`src/rtl/mat_tile_loader_pkg.sv`:
```
// mat_tile_loader_pkg: types and constants shared by the tile loader,
// its memory interface and its read-latency pipeline.
//   mem_t   - memory request word (read, write, address, writedata)
//   word_t  - one memory word = one tile row of BANDWIDTH elements
//   tile_t  - TILE_DIM x TILE_DIM tile of DATA_WIDTH elements, tile[r][c]
//   state_t - loader FSM states
package mat_tile_loader_pkg;

  localparam int unsigned ADDR_WIDTH = 16;
  localparam int unsigned DIM_WIDTH  = 8;
  localparam int unsigned DATA_WIDTH = 8;
  localparam int unsigned TILE_DIM   = 8;
  // One memory word carries exactly one tile row.
  localparam int unsigned BANDWIDTH  = TILE_DIM;
  localparam int unsigned ROW_W      = $clog2(TILE_DIM);

  typedef logic [ROW_W-1:0] row_t;
  typedef logic [BANDWIDTH-1:0][DATA_WIDTH-1:0] word_t;

  typedef struct packed {
    logic                  read;
    logic                  write;
    logic [ADDR_WIDTH-1:0] address;
    word_t                 writedata;
  } mem_t;

  typedef logic [TILE_DIM-1:0][TILE_DIM-1:0][DATA_WIDTH-1:0] tile_t;

  typedef enum logic [1:0] {
    IDLE,
    ISSUE,
    DRAIN
  } state_t;

  localparam row_t LAST_ROW = row_t'(TILE_DIM - 1);

endpackage

```
`src/rtl/mat_tile_loader_if.sv`:
```
// mat_tile_loader_if: memory bus between the tile loader and memory.
//   memX     - request from the loader (master drives)
//   readdata - read word returning from memory (slave drives)
interface mat_tile_loader_if;
  import mat_tile_loader_pkg::*;

  mem_t  memX;
  word_t readdata;

  modport master (output memX, input readdata);
  modport slave  (input memX, output readdata);
endinterface

```
`src/rtl/mat_tile_loader_rd_pipe.sv`:
```
// tile_rd_pipe: READ_LATENCY-deep valid/row-index shift pipeline. A read
// issued in cycle c appears on out_valid/out_row in cycle c+READ_LATENCY,
// the cycle its readdata is on the bus.
//   clock, reset       - clock, synchronous active-high reset (clears pipe)
//   in_valid, in_row   - read issued this cycle and its tile row
//   out_valid, out_row - readdata for out_row is valid this cycle
module tile_rd_pipe
  import mat_tile_loader_pkg::*;
#(
  parameter int unsigned READ_LATENCY = 2
) (
  input  logic clock,
  input  logic reset,
  input  logic in_valid,
  input  row_t in_row,
  output logic out_valid,
  output row_t out_row
);

  localparam int unsigned IW = (READ_LATENCY > 1) ? $clog2(READ_LATENCY) : 1;

  logic [READ_LATENCY-1:0]       vld;
  row_t [READ_LATENCY-1:0]       rows;

  always_ff @(posedge clock) begin
    if (reset) begin
      vld  <= '0;
      rows <= '0;
    end else begin
      vld[0]  <= in_valid;
      rows[0] <= in_row;
      for (int unsigned i = 1; i < READ_LATENCY; i++) begin
        vld[IW'(i)]  <= vld[IW'(i - 1)];
        rows[IW'(i)] <= rows[IW'(i - 1)];
      end
    end
  end

  assign out_valid = vld[IW'(READ_LATENCY - 1)];
  assign out_row   = rows[IW'(READ_LATENCY - 1)];

endmodule

```
`src/rtl/mat_tile_loader.sv`:
```
// mat_tile_loader: fetches one 8x8 tile as eight row reads at
// base_addr + r*stride (modulo 2^ADDR_WIDTH) and captures it into tile.
// Optional feature macro: TILE_TRANSPOSE_EN adds a transpose input, latched
// on start; when set, element c of row r is stored to tile[c][r].
//   clock, reset    - clock, synchronous active-high reset
//   start           - one-cycle fetch request, accepted only in IDLE
//   base_addr       - word address of tile row 0 (latched on start)
//   stride          - word distance between rows (latched on start)
//   transpose       - (TILE_TRANSPOSE_EN only) store transposed
//   bus             - memory master: memX request, readdata return
//   busy            - fetch in progress
//   done            - one-cycle pulse, tile complete
//   tile            - captured tile, held until overwritten by a new fetch
module mat_tile_loader
  import mat_tile_loader_pkg::*;
#(
  parameter int unsigned READ_LATENCY = 2
) (
  input  logic                  clock,
  input  logic                  reset,
  input  logic                  start,
  input  logic [ADDR_WIDTH-1:0] base_addr,
  input  logic [DIM_WIDTH-1:0]  stride,
`ifdef TILE_TRANSPOSE_EN
  input  logic                  transpose,
`endif
  mat_tile_loader_if.master     bus,
  output logic                  busy,
  output logic                  done,
  output tile_t                 tile
);

  state_t                state;
  logic                  rd_q;
  logic [ADDR_WIDTH-1:0] addr_q;
  logic [DIM_WIDTH-1:0]  stride_q;
  row_t                  issue_row;
  logic                  cap_valid;
  row_t                  cap_row;
`ifdef TILE_TRANSPOSE_EN
  logic                  tr_q;
`endif

  assign bus.memX = '{read: rd_q, write: 1'b0, address: addr_q, writedata: '0};

  // addr_q starts at the latched base and steps by the latched stride, so
  // the base needs no separate latch.
  always_ff @(posedge clock) begin
    if (reset) begin
      state     <= IDLE;
      rd_q      <= 1'b0;
      addr_q    <= '0;
      stride_q  <= '0;
      issue_row <= '0;
      busy      <= 1'b0;
      done      <= 1'b0;
`ifdef TILE_TRANSPOSE_EN
      tr_q      <= 1'b0;
`endif
    end else begin
      done <= 1'b0;
      case (state)
        IDLE: begin
          if (start) begin
            state     <= ISSUE;
            rd_q      <= 1'b1;
            addr_q    <= base_addr;
            stride_q  <= stride;
            issue_row <= '0;
            busy      <= 1'b1;
`ifdef TILE_TRANSPOSE_EN
            tr_q      <= transpose;
`endif
          end
        end
        ISSUE: begin
          if (issue_row == LAST_ROW) begin
            rd_q  <= 1'b0;
            state <= DRAIN;
          end else begin
            issue_row <= issue_row + row_t'(1);
            addr_q    <= addr_q + ADDR_WIDTH'(stride_q);
          end
        end
        DRAIN: begin
          if (cap_valid && cap_row == LAST_ROW) begin
            state <= IDLE;
            busy  <= 1'b0;
            done  <= 1'b1;
          end
        end
        default: state <= IDLE;
      endcase
    end
  end

  tile_rd_pipe #(
    .READ_LATENCY (READ_LATENCY)
  ) u_rd_pipe (
    .clock     (clock),
    .reset     (reset),
    .in_valid  (rd_q),
    .in_row    (issue_row),
    .out_valid (cap_valid),
    .out_row   (cap_row)
  );

  // Capture follows the latency pipeline only, independent of FSM state.
  always_ff @(posedge clock) begin
    if (reset) begin
      tile <= '0;
    end else if (cap_valid) begin
`ifdef TILE_TRANSPOSE_EN
      if (tr_q) begin
        for (int unsigned c = 0; c < TILE_DIM; c++) begin
          tile[row_t'(c)][cap_row] <= bus.readdata[row_t'(c)];
        end
      end else begin
        tile[cap_row] <= bus.readdata;
      end
`else
      tile[cap_row] <= bus.readdata;
`endif
    end
  end

endmodule

```
`src/flat_wrapper.sv`:
```
// flat-port wrapper written by rule: the top's interface ports become plain ports
module mat_tile_loader_flat import mat_tile_loader_pkg::*;
#(
  parameter int unsigned READ_LATENCY = 2
)
  (clock, reset, start, base_addr, stride, busy, done, tile, bus_memX, bus_readdata);
  mat_tile_loader_if bus_i ();
  input  logic clock;
  input  logic reset;
  input  logic start;
  input  logic [ADDR_WIDTH-1:0] base_addr;
  input  logic [DIM_WIDTH-1:0] stride;
  output logic busy;
  output logic done;
  output tile_t tile;
  output wire logic [$bits(bus_i.memX)-1:0] bus_memX;
  input wire logic [$bits(bus_i.readdata)-1:0] bus_readdata;
  assign bus_memX = bus_i.memX;
  assign bus_i.readdata = bus_readdata;
  mat_tile_loader #(.READ_LATENCY(READ_LATENCY)) u_core (.clock(clock), .reset(reset), .start(start), .base_addr(base_addr), .stride(stride), .bus(bus_i), .busy(busy), .done(done), .tile(tile));
endmodule
```
`config.mk`:
```
export PLATFORM = sky130hd
export DESIGN_NAME = mat_tile_loader_flat
export DESIGN_NICKNAME = d
export VERILOG_FILES = /design/src/rtl/mat_tile_loader_pkg.sv /design/src/rtl/mat_tile_loader_if.sv /design/src/rtl/mat_tile_loader_rd_pipe.sv /design/src/rtl/mat_tile_loader.sv /design/src/flat_wrapper.sv
export SDC_FILE = /design/constraint.sdc
export NUM_CORES = 1
export LEC_CHECK = 0
export CAP_MARGIN = 20
export CORE_AREA = 2 2 264 266
export DETAILED_ROUTE_END_ITERATION = 16
export DIE_AREA = 0 0 266 268
export MAX_ROUTING_LAYER = met4
export PLACE_DENSITY = 0.63
export SLEW_MARGIN = 25
export SYNTH_ARGS = -nofsm -noshare
export SYNTH_HDL_FRONTEND = slang
export SYNTH_SLANG_ARGS = --single-unit
```
`constraint.sdc`:
```
create_clock -name clock -period 2.1 [get_ports clock]
set_clock_uncertainty 0.1 [all_clocks]
set_input_delay 0.42 -clock clock [delete_from_list [all_inputs] [get_ports clock]]
set_output_delay 0.42 -clock clock [all_outputs]
set_load 0.02 [all_outputs]
```
Word-level counts from Yosys, hierarchy flattened --
Index checks and enable logic that the tools add are counted.
Storage, ports and cells: bits in registers 552, bits of input ports 91, output and inout bits 596, word-level logic and storage cells 117
Operators by class: $add $sub $neg 2, order comparisons 2, eq/ne operators 8, muxes and demuxes 19, bitwise gates (word level) 1, reduce and logical (&&, ||, !) cells 11
Operator list (count):
- 512-bit bitwise mux | 1
- 64-bit demux with 3-bit select | 1
- 64-bit two-way mux | 1
- 16-bit two-way mux | 2
- 16-bit case mux with 2 select lines | 1
- 16-bit by 8-bit adder with 16-bit output | 1
- 3-bit AND reduction | 4
- 3-bit == test, second input constant | 2
- 2-bit two-way mux | 3
- 3-bit two-way mux | 2
- 2-bit case mux with 3 select lines | 1
- 3-bit case mux with 2 select lines | 1
- 3-bit by 4-bit < comparator with 1-bit output, second input constant | 1
- 1-bit two-way mux | 4
- 2-bit by 1-bit != test with 1-bit output, second input constant | 2
- 2-bit != test, second input constant | 2
- 1-bit case mux with 2 select lines | 2
- 2-bit nonzero test | 2
- 3-bit by 1-bit adder with 3-bit output, second input constant | 1
- 3-bit by 1-bit >= comparator with 1-bit output, second input constant | 1
- 2-bit by 1-bit == test with 1-bit output, second input constant | 1
- 2-bit == test, second input constant | 1
- 1-bit logical AND | 2
- 2-bit logical NOT | 1
- 3 further kinds | 3

Depth between registers and ports, before layout --
Gate-level depths: netlist (run 1).
word-level depth 5, mapped depth 8, depth with buffers taken out 8

Hierarchy --
From an unflattened synthesis (run 1), not the netlist that was laid out.
Second synthesis, totals: cells, all modules 2605, area total of the unflattened synthesis 20318.2 sq um
Modules (own cells, without submodules):
- mat_tile_loader | instances 1, cells each 2586, area each 20085.5 sq um, sequential area each 10890.4 sq um
- tile_rd_pipe | instances 1, cells each 19, area each 232.7 sq um, sequential area each 160.2 sq um

Worst setup path after synthesis (run 1) --
Ideal clock, no wire load.
path type register to register, start register u_core.addr_q[0], end register u_core.addr_q[14], library setup time 0.131 ns, arrival time 2.080 ns, required time 1.869 ns, slack -0.211 ns, stages on the path, launching flop included 9, path buffers 0, period minus slack after synthesis 2.311 ns, cells stage by stage dfxtp_1 ha_1 fa_1 a211oi_1 nor2_1 a221oi_4 nor2_2 a311oi_2 a311oi_1
Between the ends: word-level cells in the longest chain between the ends 3
RTL lines:
- start, declared | line mat_tile_loader.sv:35 | logic [ADDR_WIDTH-1:0] addr_q;
- start signal, assigned | line mat_tile_loader.sv:67 | addr_q <= base_addr;
- start signal, assigned | line mat_tile_loader.sv:82 | addr_q <= addr_q + ADDR_WIDTH'(stride_q);
- 16-bit by 8-bit adder with 16-bit output | line mat_tile_loader.sv:82
- 16-bit two-way mux | line mat_tile_loader.sv:77 | if (issue_row == LAST_ROW) begin
- 16-bit case mux with 2 select lines | line mat_tile_loader.sv:62 | case (state)
No other way between the ends. The select of a mux whose other input is x is not followed. A chain may end at the register's enable or synchronous reset.

Final worst setup path (run 1) --
start register u_core.addr_q[0], end register u_core.addr_q[12]
Same word-level chain as after synthesis.

==> metrics.txt, run 1 <==
# TYPE chip_impl_metric gauge
chip_impl_info{name="run_status",value="finished, violations left"} 1
chip_impl_info{name="violations",value="setup timing"} 1
chip_impl_metric{name="grt_antenna_before_repair",unit=""} 1
chip_impl_metric{name="async_reset_ff_frac",unit=""} 0
chip_impl_metric{name="grt_max_degree",unit=""} 119
chip_impl_metric{name="grtUsageTotal",unit=""} 0.2232
chip_impl_metric{name="setup_slack_placement",unit="ns"} -0.1041
chip_impl_metric{name="io_buffer_count",unit=""} 621
chip_impl_metric{name="drtIter0Drc",unit=""} 1496
chip_impl_metric{name="routed-via-count",unit=""} 19220
chip_impl_metric{name="synth_top_area_frac",unit=""} 0.5424
chip_impl_metric{name="postRouteWirelength",unit="mm"} 80.95
chip_impl_metric{name="num-nets-final",unit=""} 3238
chip_impl_metric{name="holdBufCountCts",unit=""} 0
chip_impl_info{name="r2r_end",value="u_core.addr_q[12]"} 1
chip_impl_metric{name="hpwl",unit="mm"} 54.62
chip_impl_info{name="path_cells",value="ha_4 > fa_2 > a211oi_2 > nor2_2 > a221oi_4 > buf_6 > nor4_4 > a41oi_2 > o21ai_1"} 1
chip_impl_metric{name="worst_pin_slew",unit="ns"} 0.6044
chip_impl_info{name="worstSetupEndpointType",value="flop"} 1
chip_impl_metric{name="required",unit="ns"} 2.48
chip_impl_metric{name="power_density",unit="nW/um2"} 780.8
chip_impl_metric{name="synthesis.area_per_instance",unit="um2"} 7.826
chip_impl_info{name="start_kind",value="flop"} 1
chip_impl_metric{name="fin_crit",unit="ns"} 2.184
chip_impl_metric{name="flow.area_growth_from_synthesis",unit="%"} 43.26
chip_impl_info{name="synth_most_common_cell",value="sky130_fd_sc_hd__nand2_1"} 1
chip_impl_metric{name="final_cell_area",unit="um2"} 29190
chip_impl_info{name="timing.critical_path.slowest_stage_cell",value="sky130_fd_sc_hd__dfxtp_4"} 1
chip_impl_metric{name="floorplan.rows",unit=""} 96
chip_impl_metric{name="clkLatencyLatePin",unit="ns"} 0.60
chip_impl_metric{name="cp_num_cells",unit=""} 9
chip_impl_metric{name="cp_max_fo",unit=""} 5
chip_impl_metric{name="total_power_draw",unit="mW"} 22.79
chip_impl_metric{name="worst-endpoint-arrival",unit="ns"} 2.57
chip_impl_metric{name="full_die_area",unit="um2"} 71290
chip_impl_metric{name="drc_errors",unit=""} 0
chip_impl_metric{name="detailed_place.area",unit="um2"} 27510
chip_impl_metric{name="critPathMaxStageDelay",unit="ns"} 0.35
chip_impl_info{name="setup_crit_path_kind",value="flop to flop"} 1
chip_impl_metric{name="fmaxAchievable",unit="GHz"} 0.4578
chip_impl_metric{name="setup_viol",unit=""} 3
chip_impl_metric{name="fin_tns_setup",unit="ns"} -0.2198
chip_impl_metric{name="synth_register_bits",unit=""} 552
chip_impl_metric{name="slew_viol_final",unit=""} 0
chip_impl_metric{name="globalRoute.totalOverflow",unit=""} 0
chip_impl_metric{name="die_height",unit="um"} 268
chip_impl_metric{name="core_region_area",unit="um2"} 68230
chip_impl_metric{name="drive_above_1_share",unit=""} 0.07037
chip_impl_info{name="worstHoldEndpoint",value="u_core.busy"} 1
chip_impl_metric{name="timing_hold_violations_final",unit=""} 0
chip_impl_metric{name="finalWorstSetupSlack",unit="ns"} -0.08431
chip_impl_metric{name="cts_num_sinks",unit=""} 552
chip_impl_metric{name="routed_via_density",unit=""} 4.728
chip_impl_metric{name="drv.max_cap_violation_count",unit=""} 0
chip_impl_metric{name="cts_made_buffers",unit=""} 58
chip_impl_metric{name="yosys_warnings",unit=""} 0
chip_impl_metric{name="first_global_vias",unit=""} 17810
chip_impl_metric{name="max-vdd-ir-drop",unit="mV"} 0.6536
chip_impl_metric{name="gpl.final_weighted_congestion",unit=""} 0.8633
chip_impl_metric{name="synth.lib_cells_used.distinct",unit=""} 51
chip_impl_metric{name="cts_max_path_buffers",unit=""} 3
chip_impl_info{name="cts_tree",value="yes"} 1
chip_impl_metric{name="yosysSeqAreaShare",unit=""} 0.5424
chip_impl_metric{name="fillCellCount",unit=""} 6949
chip_impl_metric{name="drt-wirelength-per-cell",unit="um"} 19.91
chip_impl_metric{name="worst-r2r-setup-slack",unit="ns"} -0.08
chip_impl_info{name="library_cell_with_the_largest_summed_area_after_synthesis",value="sky130_fd_sc_hd__dfxtp_1"} 1
chip_impl_metric{name="synth-edff-count",unit=""} 0
chip_impl_info{name="synth_top_cells_by_count",value="sky130_fd_sc_hd__nand2_1 (1072), sky130_fd_sc_hd__dfxtp_1 (552), sky130_fd_sc_hd__a21oi_1 (538), sky130_fd_sc_hd__clkbuf_1 (121), sky130_fd_sc_hd__buf_2 (88)"} 1
chip_impl_metric{name="pleak",unit="nW"} 13.27
chip_impl_metric{name="grt_first_pass_wirelength",unit="mm"} 117.0
chip_impl_metric{name="initial_utilization",unit=""} 0.2986
chip_impl_info{name="family_with_the_most_delay_on_the_worst_path",value="compound AO/OA/AOI/OAI gates"} 1
chip_impl_metric{name="buffering_stage_count_on_the_worst_path_with_inverters_included",unit=""} 1
chip_impl_metric{name="ant_nets",unit=""} 0
chip_impl_info{name="cts_root_buf",value="sky130_fd_sc_hd__clkbuf_16"} 1
chip_impl_metric{name="die_w",unit="um"} 266
chip_impl_metric{name="mappedNetlistArea",unit="um2"} 20370
chip_impl_metric{name="h-tree-depth",unit=""} 2
chip_impl_info{name="synth_area_leaders",value="sky130_fd_sc_hd__dfxtp_1 (54%), sky130_fd_sc_hd__nand2_1 (20%), sky130_fd_sc_hd__a21oi_1 (13%), sky130_fd_sc_hd__buf_4 (3.2%), sky130_fd_sc_hd__clkbuf_1 (2.2%)"} 1
chip_impl_info{name="rsz0062_at_grt",value="yes"} 1
chip_impl_metric{name="number_of_primary_i_o_pins",unit=""} 687
chip_impl_metric{name="min_period_over_period",unit=""} 1.040
chip_impl_metric{name="maxSlewHeadroom",unit=""} 0.5971
chip_impl_info{name="hold_path_startpoint",value="reset"} 1
chip_impl_metric{name="r2r_cells",unit=""} 9
chip_impl_info{name="critical_path.reg2reg.startpoint",value="u_core.addr_q[0]"} 1
chip_impl_info{name="worstHoldPathType",value="input port to flop"} 1
chip_impl_metric{name="synthesis.instances",unit=""} 2603
chip_impl_info{name="synth_top_flop_cell",value="sky130_fd_sc_hd__dfxtp_1"} 1
chip_impl_metric{name="detail_route.first_pass.iterations",unit=""} 5
chip_impl_metric{name="clk_pin_slew",unit="ns"} 0.06
chip_impl_metric{name="hold_depth",unit=""} 2
==> worst register-to-register path, stage by stage, from the launching register on <==
cell and delay (ns):
sky130_fd_sc_hd__dfxtp_4 0.35, sky130_fd_sc_hd__ha_4 0.16, sky130_fd_sc_hd__fa_2 0.35, sky130_fd_sc_hd__a211oi_2 0.24
sky130_fd_sc_hd__nor2_2 0.09, sky130_fd_sc_hd__a221oi_4 0.32, sky130_fd_sc_hd__buf_6 0.18, sky130_fd_sc_hd__nor4_4 0.04
sky130_fd_sc_hd__a41oi_2 0.16, sky130_fd_sc_hd__o21ai_1 0.08
==> layer usage <==
metal | part of all wire | track usage | vias to the layer above
li1 | - | - | 9297
met1 | 0.42 | 0.2745 | 9117
met2 | 0.48 | 0.3651 | 682
met3 | 0.078 | 0.05342 | 128
met4 | 0.029 | 0.06316 | 0
met5 | 0 | - | -
==> area by class of cell <==
class | count | area (um2) | area share
Inverter | 1 | 3.754 | 0.0001286
Antenna cell | 1 | 2.502 | 0.00008574
Sequential cell | 552 | 11060 | 0.3789
Clock buffer | 84 | 1743 | 0.05972
Timing Repair Buffer | 712 | 6895 | 0.2363
Tap cell | 882 | 1104 | 0.03781
Clock inverter | 23 | 265.3 | 0.009089
Multi-Input combinational cell | 1811 | 8113 | 0.2780
==> stage by stage <==
stage	hold WS [ns]	std cells	util
after floorplan	0.3138	2667	-
after global placement	0.3278	3956	0.4033
after detailed placement	0.3220	3956	0.4033
after CTS	0.02723	4065	0.4248
after global routing	0.05009	4065	0.4277
final	0.06778	4066	0.4278
==> cell families after synthesis <==
group                    synth area share
XOR/XNOR                         0.002150
AO/OA/AOI/OAI                      0.1478
adder cells (fa/ha/maj)          0.007124
flip-flops                         0.5424
multiplexers                    0.0004914
other                           0.0001841
AND/OR/NAND/NOR                    0.2202
buffers and inverters             0.07966
==> flip-flops by register name, summed over array words and instances (netlist names) <==
register                  count
u_core.rd_q                   1
u_core.stride_q               8
u_core.u_rd_pipe.out_row      3
u_core.state                  2
u_core.u_rd_pipe.rows         3
u_core.tile                 512
u_core.busy                   1
u_core.issue_row              3
u_core.addr_q                16
u_core.done                   1
u_core.u_rd_pipe.vld          2
==> worst max path at each step <==
stage,to,slack [ns],start
finish,u_core.addr_q[12],-0.08,u_core.addr_q[0]
global placement,u_core.addr_q[14],-0.09,u_core.addr_q[0]
CTS,u_core.addr_q[12],-0.05,u_core.addr_q[0]
global route,u_core.addr_q[12],-0.19,u_core.addr_q[0]
detailed placement,u_core.addr_q[14],-0.10,u_core.addr_q[0]
floorplan,u_core.addr_q[14],-0.02,u_core.addr_q[0]
==> where the power goes <==
group	total, mW	switching, mW	internal, mW
clock network	10.7	4.28	6.46
logic	1.40	0.933	0.471
registers	10.6	0.0808	10.6
==> what timing repair did <==
item | CTS | global route
pin swaps | 3 | 9
endpoints found under the setup margin | 459 | 94
gates resized for setup | 459 | 74
buffers inserted | 2 | 0
endpoints found under the hold margin | 0 | 0
==> cell usage in the layout, fill, tap and decap left out, types with 4 or more instances in the layout <==
cell                              instances
sky130_fd_sc_hd__buf_12                  32
sky130_fd_sc_hd__clkinv_2                17
sky130_fd_sc_hd__dfxtp_1                547
sky130_fd_sc_hd__nand3_4                  4
sky130_fd_sc_hd__dlygate4sd2_1          455
sky130_fd_sc_hd__buf_4                   57
sky130_fd_sc_hd__a21o_1                   5
sky130_fd_sc_hd__nor2_1                  15
sky130_fd_sc_hd__clkbuf_1                10
sky130_fd_sc_hd__a21oi_1                537
sky130_fd_sc_hd__dlymetal6s2s_1          61
sky130_fd_sc_hd__o22ai_1                  4
sky130_fd_sc_hd__nor2b_1                 13
sky130_fd_sc_hd__nand2_1               1069
sky130_fd_sc_hd__nand2b_1                 6
sky130_fd_sc_hd__clkbuf_8                13
sky130_fd_sc_hd__clkbuf_16               61
sky130_fd_sc_hd__nand3_1                  6
sky130_fd_sc_hd__dfxtp_2                  4
sky130_fd_sc_hd__nor2_4                   6
sky130_fd_sc_hd__and3_1                   7
sky130_fd_sc_hd__bufinv_16                6
sky130_fd_sc_hd__a311oi_1                 4
sky130_fd_sc_hd__nand4_1                  4
sky130_fd_sc_hd__clkdlybuf4s50_1        104
sky130_fd_sc_hd__conb_1                  65
sky130_fd_sc_hd__ha_1                     9
Power figures use the tool's default switching activity.
==> inputs of run 2 (changes only) <==
--- a/config.mk
+++ b/config.mk
@@ -6,11 +6,12 @@
 export NUM_CORES = 1
 export LEC_CHECK = 0
 export CAP_MARGIN = 20
-export CORE_AREA = 2 2 264 266
+export CORE_AREA = 2 2 270 272
 export DETAILED_ROUTE_END_ITERATION = 16
-export DIE_AREA = 0 0 266 268
+export DIE_AREA = 0 0 272 274
+export HOLD_SLACK_MARGIN = 0.05
 export MAX_ROUTING_LAYER = met4
-export PLACE_DENSITY = 0.63
+export PLACE_DENSITY = 0.61
 export SLEW_MARGIN = 25
 export SYNTH_ARGS = -nofsm -noshare
 export SYNTH_HDL_FRONTEND = slang
==> metrics.txt, run 2 (synthesized netlist as in run 1, its figures left out) <==
# TYPE chip_impl_metric gauge
chip_impl_metric{name="total_power_draw",unit="mW"} 22.90
chip_impl_metric{name="die_height",unit="um"} 274
chip_impl_metric{name="internal_power",unit="mW"} 17.45
chip_impl_metric{name="hpwl",unit="mm"} 55.24
chip_impl_metric{name="fmaxAchievable",unit="GHz"} 0.4676
chip_impl_metric{name="switching_portion_of_total_power",unit=""} 0.2378
chip_impl_metric{name="cts_num_sinks",unit=""} 552
chip_impl_metric{name="grt_antenna_before_repair",unit=""} 3
chip_impl_metric{name="routed-via-count",unit=""} 19050
chip_impl_metric{name="num-nets-final",unit=""} 3239
chip_impl_metric{name="fillCellCount",unit=""} 7466
chip_impl_metric{name="routed_via_density",unit=""} 4.594
chip_impl_metric{name="cts_max_path_buffers",unit=""} 3
chip_impl_metric{name="drt-wirelength-per-cell",unit="um"} 19.60
chip_impl_info{name="rsz0062_at_grt",value="yes"} 1
chip_impl_info{name="run_status",value="finished, violations left"} 1
chip_impl_metric{name="postCtsSetupBuffers",unit=""} 0
chip_impl_metric{name="fin_crit",unit="ns"} 2.138
chip_impl_metric{name="cp_max_fo",unit=""} 6
chip_impl_metric{name="clk_pin_slew",unit="ns"} 0.06
chip_impl_metric{name="clkPwrFrac",unit=""} 0.474
chip_impl_metric{name="max-vdd-ir-drop",unit="mV"} 0.6339
chip_impl_metric{name="io_buffer_count",unit=""} 621
chip_impl_info{name="cts_tree",value="yes"} 1
chip_impl_metric{name="globalRoute.totalOverflow",unit=""} 0
chip_impl_metric{name="pleak",unit="nW"} 12.67
chip_impl_metric{name="gpl.final_weighted_congestion",unit=""} 0.8798
chip_impl_metric{name="drive_above_1_share",unit=""} 0.06746
chip_impl_info{name="worstSetupEndpointType",value="flop"} 1
chip_impl_info{name="start_kind",value="flop"} 1
chip_impl_metric{name="seqPwrFrac",unit=""} 0.464
chip_impl_metric{name="die_w",unit="um"} 272
chip_impl_metric{name="detailed_place.area",unit="um2"} 27660
chip_impl_metric{name="initial_utilization",unit=""} 0.2831
chip_impl_metric{name="grtUsageTotal",unit=""} 0.2135
chip_impl_metric{name="comb_power_share",unit=""} 0.062
chip_impl_metric{name="clkLatencyLatePin",unit="ns"} 0.62
chip_impl_metric{name="h-tree-depth",unit=""} 2
chip_impl_info{name="setup_crit_path_kind",value="flop to flop"} 1
chip_impl_metric{name="timing_hold_violations_final",unit=""} 0
chip_impl_metric{name="required",unit="ns"} 2.50
chip_impl_metric{name="finalWorstSetupSlack",unit="ns"} -0.03843
chip_impl_metric{name="drc_errors",unit=""} 0
chip_impl_metric{name="drtIter0Drc",unit=""} 1347
chip_impl_metric{name="power_density",unit="nW/um2"} 786.7
chip_impl_metric{name="min_period_over_period",unit=""} 1.018
chip_impl_metric{name="grt_max_degree",unit=""} 102
chip_impl_info{name="max_flop_register",value="u_core.tile"} 1
chip_impl_info{name="most-common-layout-cells",value="sky130_fd_sc_hd__nand2_1 (1069), sky130_fd_sc_hd__dfxtp_1 (551), sky130_fd_sc_hd__a21oi_1 (538)"} 1
chip_impl_metric{name="switching_power",unit="mW"} 5.446
chip_impl_metric{name="detail_route.first_pass.iterations",unit=""} 5
chip_impl_info{name="cts_root_buf",value="sky130_fd_sc_hd__clkbuf_16"} 1
chip_impl_metric{name="flow.area_growth_from_synthesis",unit="%"} 42.89
chip_impl_metric{name="worst_pin_slew",unit="ns"} 0.5612
chip_impl_metric{name="drv.max_cap_violation_count",unit=""} 0
chip_impl_metric{name="slew_viol_final",unit=""} 0
chip_impl_metric{name="setup_viol",unit=""} 3
chip_impl_metric{name="maxSlewHeadroom",unit=""} 0.6259
chip_impl_metric{name="postRouteWirelength",unit="mm"} 81.27
chip_impl_metric{name="max_ffs_per_register",unit=""} 512
chip_impl_info{name="biggestRegsByFlops",value="u_core.tile (512), u_core.addr_q (16), u_core.stride_q (8)"} 1
chip_impl_metric{name="cts_made_buffers",unit=""} 60
chip_impl_info{name="commonest_non_fill_non_tap_cell_in_the_layout",value="sky130_fd_sc_hd__nand2_1"} 1
chip_impl_metric{name="grt_first_pass_wirelength",unit="mm"} 117.0
chip_impl_metric{name="first_global_vias",unit=""} 17470
chip_impl_info{name="violations",value="setup timing"} 1
chip_impl_metric{name="final_cell_area",unit="um2"} 29110
chip_impl_metric{name="worst-endpoint-arrival",unit="ns"} 2.54
chip_impl_info{name="worstHoldPathType",value="input port to flop"} 1
chip_impl_metric{name="full_die_area",unit="um2"} 74530
chip_impl_metric{name="floorplan.rows",unit=""} 99
chip_impl_metric{name="ant_nets",unit=""} 0
chip_impl_metric{name="number_of_primary_i_o_pins",unit=""} 687
chip_impl_metric{name="core_region_area",unit="um2"} 71970
run 2: cell types whose count changed in the layout (fill, tap and decap cells not counted), moves of 3 or more:
| cell | delta |
|---|---|
| sky130_fd_sc_hd__buf_4 | -3 |
| sky130_fd_sc_hd__clkinv_2 | -3 |
| sky130_fd_sc_hd__clkdlybuf4s50_1 | -11 |
| sky130_fd_sc_hd__buf_12 | +4 |
| sky130_fd_sc_hd__dlymetal6s2s_1 | -48 |
| sky130_fd_sc_hd__dfxtp_2 | -4 |
| sky130_fd_sc_hd__dlygate4sd2_1 | +58 |
| sky130_fd_sc_hd__dfxtp_1 | +4 |
| sky130_fd_sc_hd__clkbuf_1 | +3 |
run 2: power by group through the flow:
stage / clock [mW] / combinational (mW) / sequential, mW
3_5_place_dp: 0 / 1.46 / 10.9
4_1_cts: 11.1 / 1.42 / 10.6
6_report: 10.8 / 1.42 / 10.6
5_1_grt: 11.5 / 1.52 / 10.6
3_3_place_gp: 0 / 1.47 / 10.9
2_1_floorplan: 0 / 0.795 / 10.9
run 2: timing repair:
item                                    CTS  global route
hold buffers                              1             0
gates resized for setup                 513            16
pin swaps                                 8             7
hold endpoints to repair                  6             0
endpoints found under the setup margin  517            19
run 2: path summary, 6_finish.rpt:
kind	from	end	slack, ns	cells after the start
worst min-delay path	base_addr[8]	u_core.addr_q[8]	0.30	3
worst max register to register	u_core.addr_q[0]	u_core.addr_q[14]	-0.04	8
worst min register to register	u_core.u_rd_pipe.rows[2]	u_core.u_rd_pipe.out_row[2]	0.34	1
worst max-delay path	u_core.addr_q[0]	u_core.addr_q[14]	-0.04	8
run 2: cell type report:
type	count	area, um2	area share
clock inverters	22	232.7	0.007995
multi-input cells	1811	8071	0.2773
repair buffers	711	6738	0.2315
clock buffers	90	1807	0.06207
inverters	1	3.754	0.0001289
well taps	959	1200	0.04122
flip-flops and latches	552	11050	0.3798
diodes	1	2.502	0.00008597
run 2: critical path: stages (launching register included):
cell and delay, ns:
sky130_fd_sc_hd__dfxtp_4 0.35, sky130_fd_sc_hd__ha_4 0.16, sky130_fd_sc_hd__fa_2 0.35, sky130_fd_sc_hd__a211oi_2 0.22, sky130_fd_sc_hd__nor2_2 0.10, sky130_fd_sc_hd__a221oi_4 0.40
sky130_fd_sc_hd__nor2_2 0.08, sky130_fd_sc_hd__a311oi_2 0.20, sky130_fd_sc_hd__a311oi_1 0.07
run 2: metrics by stage:
stage	utilization	instances	TNS, ns	hold WS (ns)	setup slack, ns
after floorplan	-	2667	-0.02100	0.3138	-0.02100
after global placement	0.3843	4033	-0.07702	0.3252	-0.05258
after detailed placement	0.3843	4033	-0.1975	0.3241	-0.09581
after CTS	0.4039	4146	-0.1367	0.2468	-0.05770
after global routing	0.4045	4147	-0.4176	0.2840	-0.1220
final	0.4045	4147	-0.1050	0.2956	-0.03843
run 2: layer usage:
| layer | track usage | share of wire | wire length [um] | up-vias |
|---|---|---|---|---|
| met1 | 0.2619 | 0.42 | 34220 | 8985 |
| met3 | 0.05123 | 0.075 | 6072 | 136 |
| met5 | - | 0 | 0 | - |
| li1 | - | - | - | 9292 |
| met2 | 0.3448 | 0.47 | 38280 | 639 |
| met4 | 0.06998 | 0.033 | 2695 | 0 |
==> inputs of run 3 (changes only) <==
--- a/config.mk
+++ b/config.mk
@@ -5,13 +5,12 @@
 export SDC_FILE = /design/constraint.sdc
 export NUM_CORES = 1
 export LEC_CHECK = 0
-export CAP_MARGIN = 20
 export CORE_AREA = 2 2 270 272
 export DETAILED_ROUTE_END_ITERATION = 16
 export DIE_AREA = 0 0 272 274
 export HOLD_SLACK_MARGIN = 0.05
 export MAX_ROUTING_LAYER = met4
-export PLACE_DENSITY = 0.61
+export PLACE_DENSITY = 0.56
 export SLEW_MARGIN = 25
 export SYNTH_ARGS = -nofsm -noshare
 export SYNTH_HDL_FRONTEND = slang
==> metrics.txt, run 3 (synthesized netlist as in run 1, its figures left out) <==
# TYPE chip_impl_metric gauge
chip_impl_info{name="run_status",value="finished clean"} 1
chip_impl_metric{name="drive_above_1_share",unit=""} 0.06885
chip_impl_metric{name="fin_crit",unit="ns"} 2.077
chip_impl_metric{name="groute.layer.met2.usage",unit=""} 0.3508
chip_impl_metric{name="pleak",unit="nW"} 13.29
chip_impl_info{name="worstHoldEndpoint",value="u_core.stride_q[5]"} 1
chip_impl_metric{name="power_density",unit="nW/um2"} 787.2
chip_impl_info{name="biggestRegsByFlops",value="u_core.tile (512), u_core.addr_q (16), u_core.stride_q (8)"} 1
chip_impl_info{name="start_kind",value="flop"} 1
chip_impl_metric{name="hold_depth",unit=""} 3
chip_impl_metric{name="clkLatencyLatePin",unit="ns"} 0.60
chip_impl_metric{name="gpl.final_weighted_congestion",unit=""} 0.8619
chip_impl_metric{name="fin_tns_setup",unit="ns"} 0
chip_impl_metric{name="dp_cells",unit=""} 4025
chip_impl_metric{name="grt_first_pass_wirelength",unit="mm"} 118.4
chip_impl_metric{name="globalRouteMet1Util",unit=""} 0.2698
chip_impl_metric{name="cts_made_buffers",unit=""} 60
chip_impl_metric{name="hpwl",unit="mm"} 56.02
chip_impl_info{name="cts_tree",value="yes"} 1
chip_impl_metric{name="detailed_place.area",unit="um2"} 27580
chip_impl_metric{name="worst_pin_slew",unit="ns"} 0.7483
chip_impl_metric{name="maxSlewHeadroom",unit=""} 0.5001
chip_impl_metric{name="floorplan.rows",unit=""} 99
chip_impl_metric{name="cts_num_sinks",unit=""} 552
chip_impl_metric{name="cp_max_fo",unit=""} 7
chip_impl_metric{name="final_core_utilization",unit=""} 0.4070
chip_impl_metric{name="full_die_area",unit="um2"} 74530
chip_impl_metric{name="io_buffer_count",unit=""} 621
chip_impl_metric{name="drt-wirelength-per-cell",unit="um"} 19.92
chip_impl_metric{name="num-nets-final",unit=""} 3234
chip_impl_metric{name="worst-endpoint-arrival",unit="ns"} 2.45
chip_impl_info{name="r2r_end",value="u_core.addr_q[14]"} 1
chip_impl_info{name="grt_busiest_layer",value="met2"} 1
chip_impl_metric{name="core_region_area",unit="um2"} 71970
chip_impl_metric{name="min_period_over_period",unit=""} 0.9890
chip_impl_info{name="critical_path.reg2reg.startpoint",value="u_core.addr_q[0]"} 1
chip_impl_metric{name="comb_power_share",unit=""} 0.061
chip_impl_info{name="max_flop_register",value="u_core.tile"} 1
chip_impl_metric{name="ant_nets",unit=""} 0
chip_impl_metric{name="h-tree-depth",unit=""} 2
chip_impl_metric{name="routed-via-count",unit=""} 18970
chip_impl_metric{name="number_of_primary_i_o_pins",unit=""} 687
chip_impl_metric{name="global_route.usage.met3",unit=""} 0.05123
chip_impl_info{name="setup_crit_path_kind",value="flop to flop"} 1
chip_impl_metric{name="switching_power",unit="mW"} 5.448
chip_impl_info{name="rsz0062_at_grt",value="yes"} 1
chip_impl_metric{name="fmaxAchievable",unit="GHz"} 0.4815
chip_impl_metric{name="finalWorstSetupSlack",unit="ns"} 0.02305
chip_impl_metric{name="initial_utilization",unit=""} 0.2831
chip_impl_metric{name="total_power_draw",unit="mW"} 23.06
chip_impl_metric{name="grt_antenna_before_repair",unit=""} 2
chip_impl_info{name="most-common-layout-cells",value="sky130_fd_sc_hd__nand2_1 (1069), sky130_fd_sc_hd__dfxtp_1 (549), sky130_fd_sc_hd__a21oi_1 (538)"} 1
chip_impl_metric{name="slew_viol_final",unit=""} 0
chip_impl_metric{name="detail_route.first_pass.iterations",unit=""} 5
chip_impl_metric{name="finalNonFillerCells",unit=""} 4143
chip_impl_metric{name="clkPwrFrac",unit=""} 0.478
chip_impl_metric{name="drtIter0Drc",unit=""} 1374
chip_impl_info{name="hold_path_startpoint",value="stride[5]"} 1
chip_impl_metric{name="r2r_cells",unit=""} 9
chip_impl_metric{name="setup_slack_placement",unit="ns"} -0.1332
chip_impl_metric{name="max-vdd-ir-drop",unit="mV"} 0.5738
chip_impl_metric{name="die_w",unit="um"} 272
chip_impl_metric{name="seqPwrFrac",unit=""} 0.461
chip_impl_info{name="cts_root_buf",value="sky130_fd_sc_hd__clkbuf_16"} 1
chip_impl_metric{name="first_global_vias",unit=""} 17120
chip_impl_metric{name="worst-r2r-setup-slack",unit="ns"} 0.02
chip_impl_info{name="worstHoldPathType",value="input port to flop"} 1
chip_impl_metric{name="grtUsageTotal",unit=""} 0.2167
chip_impl_metric{name="max_ffs_per_register",unit=""} 512
chip_impl_metric{name="timing_hold_violations_final",unit=""} 0
chip_impl_metric{name="routed_via_density",unit=""} 4.580
chip_impl_metric{name="postRouteWirelength",unit="mm"} 82.53
chip_impl_info{name="worstSetupEndpointType",value="flop"} 1
chip_impl_metric{name="fin_worst_hold_slack",unit="ns"} 0.2810
chip_impl_metric{name="cts_max_path_buffers",unit=""} 3
chip_impl_metric{name="grt_max_degree",unit=""} 106
chip_impl_metric{name="flow.area_growth_from_synthesis",unit="%"} 43.78
chip_impl_metric{name="globalRoute.totalOverflow",unit=""} 0
chip_impl_metric{name="die_height",unit="um"} 274
chip_impl_metric{name="final_cell_area",unit="um2"} 29290
chip_impl_metric{name="drv.max_cap_violation_count",unit=""} 0
chip_impl_metric{name="clk_pin_slew",unit="ns"} 0.06
chip_impl_info{name="commonest_non_fill_non_tap_cell_in_the_layout",value="sky130_fd_sc_hd__nand2_1"} 1
chip_impl_metric{name="required",unit="ns"} 2.47
chip_impl_metric{name="switching_portion_of_total_power",unit=""} 0.2363
chip_impl_metric{name="drc_errors",unit=""} 0
chip_impl_metric{name="internal_power",unit="mW"} 17.61
chip_impl_metric{name="setup_viol",unit=""} 0
==> run 3: cell types whose count changed in the layout (fill, tap and decap cells not counted), sizes merged <==
cell	change
clkinvlp	+2
clkbuf	-7
inv	+2
diode	+2
clkdlybuf4s50	-2
dlygate4sd2	-42
bufinv	+2
dlymetal6s2s	+45
buf	-6
==> run 3: repair_timing <==
| item | in CTS | in global routing |
|---|---|---|
| pin swaps | 8 | 5 |
| resized for setup | 477 | 64 |
| hold buffers | 1 | 0 |
| endpoints found under the hold margin | 16 | 0 |
| endpoints found under the setup margin | 476 | 68 |
| buffers inserted | 3 | 0 |
==> run 3: worst max path at each step <==
stage | startpoint | end | slack (ns) | cells after the start
4_1_cts | u_core.addr_q[0] | u_core.addr_q[8] | -0.02 | 9
6_report | u_core.addr_q[0] | u_core.addr_q[14] | 0.02 | 9
2_1_floorplan | u_core.addr_q[0] | u_core.addr_q[14] | -0.02 | 8
3_5_place_dp | u_core.addr_q[0] | u_core.addr_q[14] | -0.13 | 8
3_3_place_gp | u_core.addr_q[0] | u_core.addr_q[14] | -0.12 | 8
5_1_grt | u_core.addr_q[0] | u_core.addr_q[12] | -0.07 | 9
==> run 3: worst max-delay path, cell delays in order (launching register included) <==
cell and delay, ns:
sky130_fd_sc_hd__dfxtp_4 0.35, sky130_fd_sc_hd__ha_4 0.16, sky130_fd_sc_hd__fa_2 0.35, sky130_fd_sc_hd__a211oi_2 0.21
sky130_fd_sc_hd__nor2_2 0.08, sky130_fd_sc_hd__a221oi_4 0.23, sky130_fd_sc_hd__buf_6 0.18, sky130_fd_sc_hd__nor2_4 0.04
sky130_fd_sc_hd__a311oi_2 0.19, sky130_fd_sc_hd__a311oi_1 0.06
==> run 3: layout make-up <==
| cell class | instances | area, um2 |
|---|---|---|
| Clock inverter | 28 | 314.1 |
| Tap cell | 959 | 1200 |
| Timing Repair Buffer | 706 | 6847 |
| Clock buffer | 83 | 1759 |
| Antenna cell | 3 | 7.507 |
| Multi-Input combinational cell | 1811 | 8104 |
| Inverter | 1 | 3.754 |
| Sequential cell | 552 | 11060 |
| Fill cell | 7420 | 42680 |
==> run 3: metal layers <==
metal	share of wire	vias up
met1	0.42	8919
met3	0.069	123
met4	0.026	0
met5	0	-
met2	0.48	638
li1	-	9293
==> run 3: power groups by stage <==
stage          Combinational [mW]  Sequential (mW)  Clock (mW)
6_report                     1.41             10.6        11.0
5_1_grt                      1.51             10.6        11.7
4_1_cts                      1.41             10.6        11.3
3_5_place_dp                 1.45             10.9           0
3_3_place_gp                 1.45             10.9           0
2_1_floorplan               0.795             10.9           0
